## src/rtl/music_scheduler.sv

```systemverilog
// Music scheduler: arbitrates between a looping background track and
// one-shot sound effects, producing ROM beat addresses and a registered
// tone for the audio driver. Effects pause the background track, which
// resumes where it stopped unless the game has left the menu meanwhile.
module music_scheduler #(
    parameter int          BGM_LEN = 512,
    parameter int          SFX_LEN = 16,
    parameter logic [31:0] SIL     = 32'd50000000
) (
    input  logic        clk,
    input  logic        rst,
    input  logic        beat_tick,
    input  logic [2:0]  state,
    input  logic        collision_trig,
    input  logic        mute,
    input  logic [31:0] bgm_tone,
    input  logic [31:0] sfx_tone,
    output logic [11:0] ibeat,
    output logic [5:0]  sfx_beat,
    output logic [31:0] tone_out,
    output logic        sfx_active,
    output logic        sfx_done
);

    typedef enum logic [1:0] {
        IDLE = 2'd0,
        BGM  = 2'd1,
        SFX  = 2'd2
    } fsm_t;

    localparam logic [11:0] BGM_LAST = 12'(BGM_LEN - 1);
    localparam logic [5:0]  SFX_LAST = 6'(SFX_LEN - 1);

    fsm_t        fsm;
    fsm_t        fsm_nxt;
    logic        trig_q;
    logic        trig_rise;
    logic [11:0] ibeat_nxt;
    logic [5:0]  sfx_beat_nxt;
    logic        done_nxt;

    // Tone arbitration uses the FSM state before the edge, so the
    // selected tone matches the addresses the ROMs were given.
    function automatic logic [31:0] tone_select(
        input fsm_t        cur,
        input logic        mute_i,
        input logic [31:0] bgm_i,
        input logic [31:0] sfx_i
    );
        logic [31:0] t;
        t = SIL;
        if (!mute_i) begin
            case (cur)
                BGM:     t = bgm_i;
                SFX:     t = sfx_i;
                default: t = SIL;
            endcase
        end
        return t;
    endfunction

    // Only a fresh low-to-high edge requests an effect; a held trigger
    // cannot restart the effect over and over.
    assign trig_rise = collision_trig & ~trig_q;

    // Next-state and address update logic; trigger edges win over beats.
    always_comb begin
        fsm_nxt      = fsm;
        ibeat_nxt    = ibeat;
        sfx_beat_nxt = sfx_beat;
        done_nxt     = 1'b0;
        case (fsm)
            IDLE: begin
                if (trig_rise) begin
                    fsm_nxt      = SFX;
                    sfx_beat_nxt = 6'd0;
                end else if (state == 3'd0) begin
                    fsm_nxt = BGM;
                end
            end
            BGM: begin
                if (trig_rise) begin
                    // Background position is kept so it can resume later.
                    fsm_nxt      = SFX;
                    sfx_beat_nxt = 6'd0;
                end else if (state != 3'd0) begin
                    fsm_nxt   = IDLE;
                    ibeat_nxt = 12'd0;
                end else if (beat_tick) begin
                    ibeat_nxt = (ibeat == BGM_LAST) ? 12'd0 : ibeat + 12'd1;
                end
            end
            SFX: begin
                if (trig_rise) begin
                    // Retrigger restarts the effect from its first beat.
                    sfx_beat_nxt = 6'd0;
                end else if (beat_tick) begin
                    if (sfx_beat < SFX_LAST) begin
                        sfx_beat_nxt = sfx_beat + 6'd1;
                    end else begin
                        // Game state is only consulted once the effect ends.
                        done_nxt     = 1'b1;
                        sfx_beat_nxt = 6'd0;
                        if (state == 3'd0) begin
                            fsm_nxt = BGM;
                        end else begin
                            fsm_nxt   = IDLE;
                            ibeat_nxt = 12'd0;
                        end
                    end
                end
            end
            default: begin
                fsm_nxt = IDLE;
            end
        endcase
    end

    // State, address, trigger history and output registers.
    always_ff @(posedge clk) begin
        if (rst) begin
            fsm        <= IDLE;
            ibeat      <= 12'd0;
            sfx_beat   <= 6'd0;
            trig_q     <= 1'b0;
            tone_out   <= SIL;
            sfx_active <= 1'b0;
            sfx_done   <= 1'b0;
        end else begin
            fsm        <= fsm_nxt;
            ibeat      <= ibeat_nxt;
            sfx_beat   <= sfx_beat_nxt;
            trig_q     <= collision_trig;
            tone_out   <= tone_select(fsm, mute, bgm_tone, sfx_tone);
            sfx_active <= (fsm_nxt == SFX);
            sfx_done   <= done_nxt;
        end
    end

endmodule

```

## config.mk

```make
export PLATFORM = sky130hd
export DESIGN_NAME = music_scheduler
export DESIGN_NICKNAME = d
export VERILOG_FILES = /design/src/rtl/music_scheduler.sv
export SDC_FILE = /design/constraint.sdc
export NUM_CORES = 1
export LEC_CHECK = 0
export CAP_MARGIN = 25
export CORE_ASPECT_RATIO = 0.8
export CORE_UTILIZATION = 43
export DETAILED_ROUTE_END_ITERATION = 6
export MAX_ROUTING_LAYER = met4
export PLACE_DENSITY_LB_ADDON = 0.3
export SYNTH_ARGS = -nofsm -noshare
export SYNTH_HDL_FRONTEND = slang
export SYNTH_SLANG_ARGS = --single-unit
```

## constraint.sdc

```tcl
create_clock -name clk -period 4 [get_ports clk]
set_input_delay 0.4 -clock clk [delete_from_list [all_inputs] [get_ports clk]]
set_output_delay 0.4 -clock clk [all_outputs]
set_load 0.03 [all_outputs]
```

# Word-level counts from Yosys, hierarchy flattened
# Index checks and enable logic that the tools add are counted.
op_classes:
  n_eq_ne: 12
  addsub: 2
  reduce_logical: 10
  order_cmp: 1
  n_mux: 25
  bitwise_logic: 4
ops:
  columns: ["op", "count"]
  rows:
  - ["$mux 12", 8]
  - ["$pmux 32 s2", 1]
  - ["$mux 6", 4]
  - ["$pmux 12 s2", 1]
  - ["$mux 2", 7]
  - ["$add 12x1->12 const B", 1]
  - ["$eq 12x9->1 const B", 1]
  - ["$pmux 6 s2", 1]
  - ["$ne 2x2->1 const B", 5]
  - ["$reduce_and 7->1", 1]
  - ["$add 6x1->6 const B", 1]
  - ["$lt 6x4->1 const B", 1]
  - ["$ne 3x3->1 const B", 2]
  - ["$pmux 2 s3", 1]
  - ["$eq 2x2->1 const B", 2]
  - ["$reduce_bool 2->1", 2]
  - ["$reduce_or 2->1", 2]
  - ["$reduce_or 4->1", 1]
  - ["$logic_not 3->1", 1]
  - ["$not 1->1", 3]
  - ["$reduce_and 3->1", 1]
  - ["$reduce_bool 3->1", 1]
  - ["$eq 2x1->1 const B", 1]
  - ["$logic_not 2->1", 1]
  - ["3 further kinds", 4]
totals:
  in_bits: 72
  ff_bits: 55

# Depth between registers and ports, before layout
depth:
  ltp_word: 7
  depth_mapped: 9
  depth_no_buf: 6

# Least setup slack after synthesis
# No wires, ideal clock.
synth_path:
  path_kind: "reg2reg"
  from: "register sfx_beat[0]"
  to: "register ibeat[10]"
  stages_incl_launch_ff: 7
  slack_ns: 1.832
  t_required_ns: 3.920
  arrival_time_ns: 2.088
  cell_sequence: "dfxtp_1 ha_1 a311oi_1 o32a_1 buf_6 or4_4 a211oi_2"
synth_between:
  elab_chain_cells: 3
synth_lines:
  columns: ["element", "line_no", "rtl"]
  rows:
  - ["from (decl)", "19", "output logic [5:0] sfx_beat,"]
  - ["from (signal assigned)", "132", "sfx_beat <= sfx_beat_nxt;"]
  - ["$lt 6x4->1", "98", "if (sfx_beat < SFX_LAST) begin"]
  - ["$ne 2x2->1 (no line)", null, null]
  - ["$reduce_and 7->1 (no line)", null, null]
  - ["to (signal assigned)", "131", "ibeat <= ibeat_nxt;"]
  - ["to (decl)", "18", "output logic [11:0] ibeat,"]
# Every way passes these cells.
# A chain may end at the register's enable or synchronous reset.

# Worst setup path in the final report
layout_path:
  from: "register fsm[1]"
  to: "register ibeat[1]"
layout_between:
  elab_chain_cells: 3
  elab_cells_between_ends: 11
layout_lines:
  columns: ["element", "line_no", "rtl"]
  rows:
  - ["from (decl)", "34", "fsm_t fsm;"]
  - ["from (signal assigned)", "130", "fsm <= fsm_nxt;"]
  - ["$eq 2x1->1 / $eq 2x2->1 (equally long branches)", "72", "case (fsm)"]
  - ["$ne 3x3->1 (no line) (tied with other cells)", null, null]
  - ["$reduce_and 7->1 (no line)", null, null]
# Several ways; a longest one is shown, not always the timed one.

==> impl_metrics.env <==
export IMPL_status="finished clean"
export IMPL_grt_pass1_vias=2327
export IMPL_placed_cell_area_um2=3710
export IMPL_vias=2509
export IMPL_viasPerCell=5.63
export IMPL_ant_nets=0
export IMPL_nFillCells=414
export IMPL_syn_cell_area_um2=2430
export IMPL_total_power_mw=1.06
export IMPL_critPathMaxFanout=20
export IMPL_crit_path_end_kind="flip-flop"
export IMPL_worstSetupPathType="flip-flop to flip-flop"
export IMPL_hold_class="flip-flop to flip-flop"
export IMPL_cts_tree="yes"
export IMPL_arrival_ns=2.63
export IMPL_coreArea_um2=5470
export IMPL_hpwlAfterDp_um=4990
export IMPL_dieHeight_um=69.3
export IMPL_dp_cells=439
export IMPL_slew_headroom_pct=51.7
export IMPL_nets=447
export IMPL_power_leakage_nw=1.28
export IMPL_yosysSeqAreaShare_pct=45.2
export IMPL_ys_ff_latch=55
export IMPL_cap_viol_max_count=0
export IMPL_grt_max_degree=33
export IMPL_wl_per_cell_um=15.0
export IMPL_diodes=0
export IMPL_synth_cells=253
export IMPL_finalSetupViolCount=0
export IMPL_clkTransAtPathRegs_ns=0.10
export IMPL_die_area_um2=5970
export IMPL_cts_made_buffers=5
export IMPL_grtUsageTotal_pct=23.6
export IMPL_required_ns=4.17
export IMPL_critPathMaxStageDelay_ns=0.65
export IMPL_ios=124
export IMPL_cts_sinks=55
export IMPL_cp_cell_sequence="inv_1 > ha_1 > nand2b_1 > o32a_1 > a311oi_4 > a211oi_1"
export IMPL_period_share_pct=61.4
export IMPL_start_util_pct=44.5
export IMPL_place_congestion=0.943
export IMPL_reg2reg_slack_ns=1.54
export IMPL_drt_pass1_iter_count=4
export IMPL_antenna_found_initial=0
export IMPL_finalSetupTns_ns=0
export IMPL_fin_cells=446
export IMPL_cts_root_buf="clkbuf_8"
export IMPL_pwr_density_cell_nw_per_um2=278
export IMPL_cts_resized=0
export IMPL_area_delta_synth_final_pct=56.7
export IMPL_min_period_ns=2.46
export IMPL_fin_area_um2=3810
export IMPL_skew_ns=0.0132
export IMPL_syn_nets=331
export IMPL_htree_levels=2
export IMPL_max_freq_mhz=407
export IMPL_synth_cell_types=42
export IMPL_grt_pass1_wl_um=10800
export IMPL_cts_buffer_depth=2
export IMPL_postSynthAreaPerCell_um2=9.62
export IMPL_whs_ns=0.511
export IMPL_drc_errors=0
export IMPL_grt_ovfl_total=0
export IMPL_crit_slowest_cell="a311oi_4"
export IMPL_rows=24
export IMPL_yosysWarningCount=0
export IMPL_ir_drop_mv=0.184
export IMPL_cts_setup_buffers=0
export IMPL_finalMaxSlewViolations=0
export IMPL_portBuffers=123
export IMPL_drt_iter0_drc=163
export IMPL_cp_start_kind="flip-flop"
export IMPL_drive_above_1_share_pct=5.16
export IMPL_clk_insertion_delay_late_ns=0.30
export IMPL_worst_pin_slew_ns=0.722
export IMPL_hold_viol=0
export IMPL_cts_hold_buf=0
export IMPL_die_width_um=86.1
export IMPL_rsz0062_at_grt="false"
export IMPL_wl_um=6710
per-layer routing:
layer	wire length (um)	part of all wire [%]	up-vias	global-route usage (%)
met1	2920	43	1167	30.7
met5	0	0	-	-
li1	-	-	1215	-
met2	3170	47	114	36.4
met3	482	7.2	13	5.36
met4	135	2.0	0	7.59
metrics by stage:
step                      utilization [%]  setup WS [ns]
final                                69.8           1.54
after global routing                 69.8           1.34
after CTS                            69.3           1.58
after detailed placement             67.9           1.42
after global placement               67.9           1.51
after floorplan                         -           1.83
area by class of cell:
| type | instances | area (um^2) | area share [%] |
|---|---|---|---|
| clock buffers | 5 | 68.8 | 1.81 |
| clock inverters | 1 | 7.51 | 0.197 |
| inverters | 5 | 18.8 | 0.492 |
| multi-input cells | 174 | 1230 | 32.3 |
| flip-flops and latches | 55 | 1100 | 28.9 |
| well taps | 78 | 97.6 | 2.56 |
| repair buffers | 128 | 1290 | 33.8 |
synth_stat cells:
library cell	n	share of area (%)
a21oi_1	9	1.9
nand2b_1	4	1.0
buf_6	1	0.46
or4_1	3	0.93
buf_1	4	0.62
o31ai_1	11	3.4
o211ai_1	1	0.31
and4_1	4	1.4
nor4_1	3	0.77
nand4b_1	2	0.72
a31oi_1	2	0.51
and3_1	3	0.77
or4_4	3	1.4
a21o_1	1	0.31
nand2_1	6	0.93
nor2_1	26	4.0
ha_1	6	3.1
a211oi_1	7	2.2
o32a_1	1	0.41
o21ai_1	2	0.41
a311o_1	2	0.82
dfxtp_1	55	45
o21ai_0	7	1.4
a22oi_1	20	6.2
a211oi_2	3	1.5
a311oi_4	1	1.1
or3_1	5	1.3
nand4bb_1	2	0.93
o32ai_1	1	0.36
inv_1	5	0.77
clkbuf_1	10	1.5
nor2b_1	5	1.3
a311oi_1	2	0.72
or4b_1	3	1.2
nor4b_1	1	0.36
nor3_1	2	0.41
a221o_1	12	4.9
nand3_1	6	1.2
nand4_1	5	1.3
nor3_2	1	0.41
buf_2	4	0.82
nor3b_1	2	0.62
cells by family (layout without fill, tap and decap cells):
logic type / count (synthesis) / count (layout) / share of synthesized area, %
AOI/OAI and AO/OA: 82 / 82 / 26.4
and+or+nand+nor: 86 / 86 / 21.0
adders and majority gates: 6 / 6 / 3.08
buffers and inverters: 24 / 139 / 4.22
DFF: 55 / 55 / 45.2
worst max-delay path, delay by kind of cell, from the launching register on:
kind,cells,cell delay (ns)
AO/OA/AOI/OAI,3,1.18
AND/OR/NAND/NOR,1,0.18
flip-flops,1,0.34
buffers and inverters,1,0.13
adder cells (fa/ha/maj),1,0.48
layout by cell type (no fill, tap or decap), drive strengths merged, types with 2 or more instances in the layout:
master	instances
clkdlybuf4s50	123
dfxtp	55
nor2	26
a22oi	20
a221o	12
o31ai	11
a211oi	10
a21oi	9
o21ai	9
nand2	6
nand3	6
ha	6
or4	6
inv	5
nor2b	5
or3	5
nand4	5
clkbuf	5
buf	5
nand2b	4
and4	4
and3	3
nor4	3
or4b	3
a311oi	3
nor3	3
nor3b	2
a311o	2
a31oi	2
nand4bb	2
nand4b	2
power breakdown:
part	switching [mW]	total, mW	internal, mW
registers	0.00463	0.564	0.559
clock network	0.167	0.284	0.117
logic	0.101	0.212	0.111
registers in the layout, indices dropped and copies added, names as in the netlist:
register    flops
fsm             2
trig_q          1
sfx_beat        6
sfx_done        1
ibeat          12
tone_out       32
sfx_active      1
path summary, 6_finish.rpt:
check                     end   startpoint  cells after the start
hold / removal    sfx_beat[4]  sfx_beat[4]                      1
hold reg to reg   sfx_beat[4]  sfx_beat[4]                      1
setup reg to reg     ibeat[1]       fsm[1]                      6
setup / recovery     ibeat[1]       fsm[1]                      6
(Power assumes the default switching activity.)
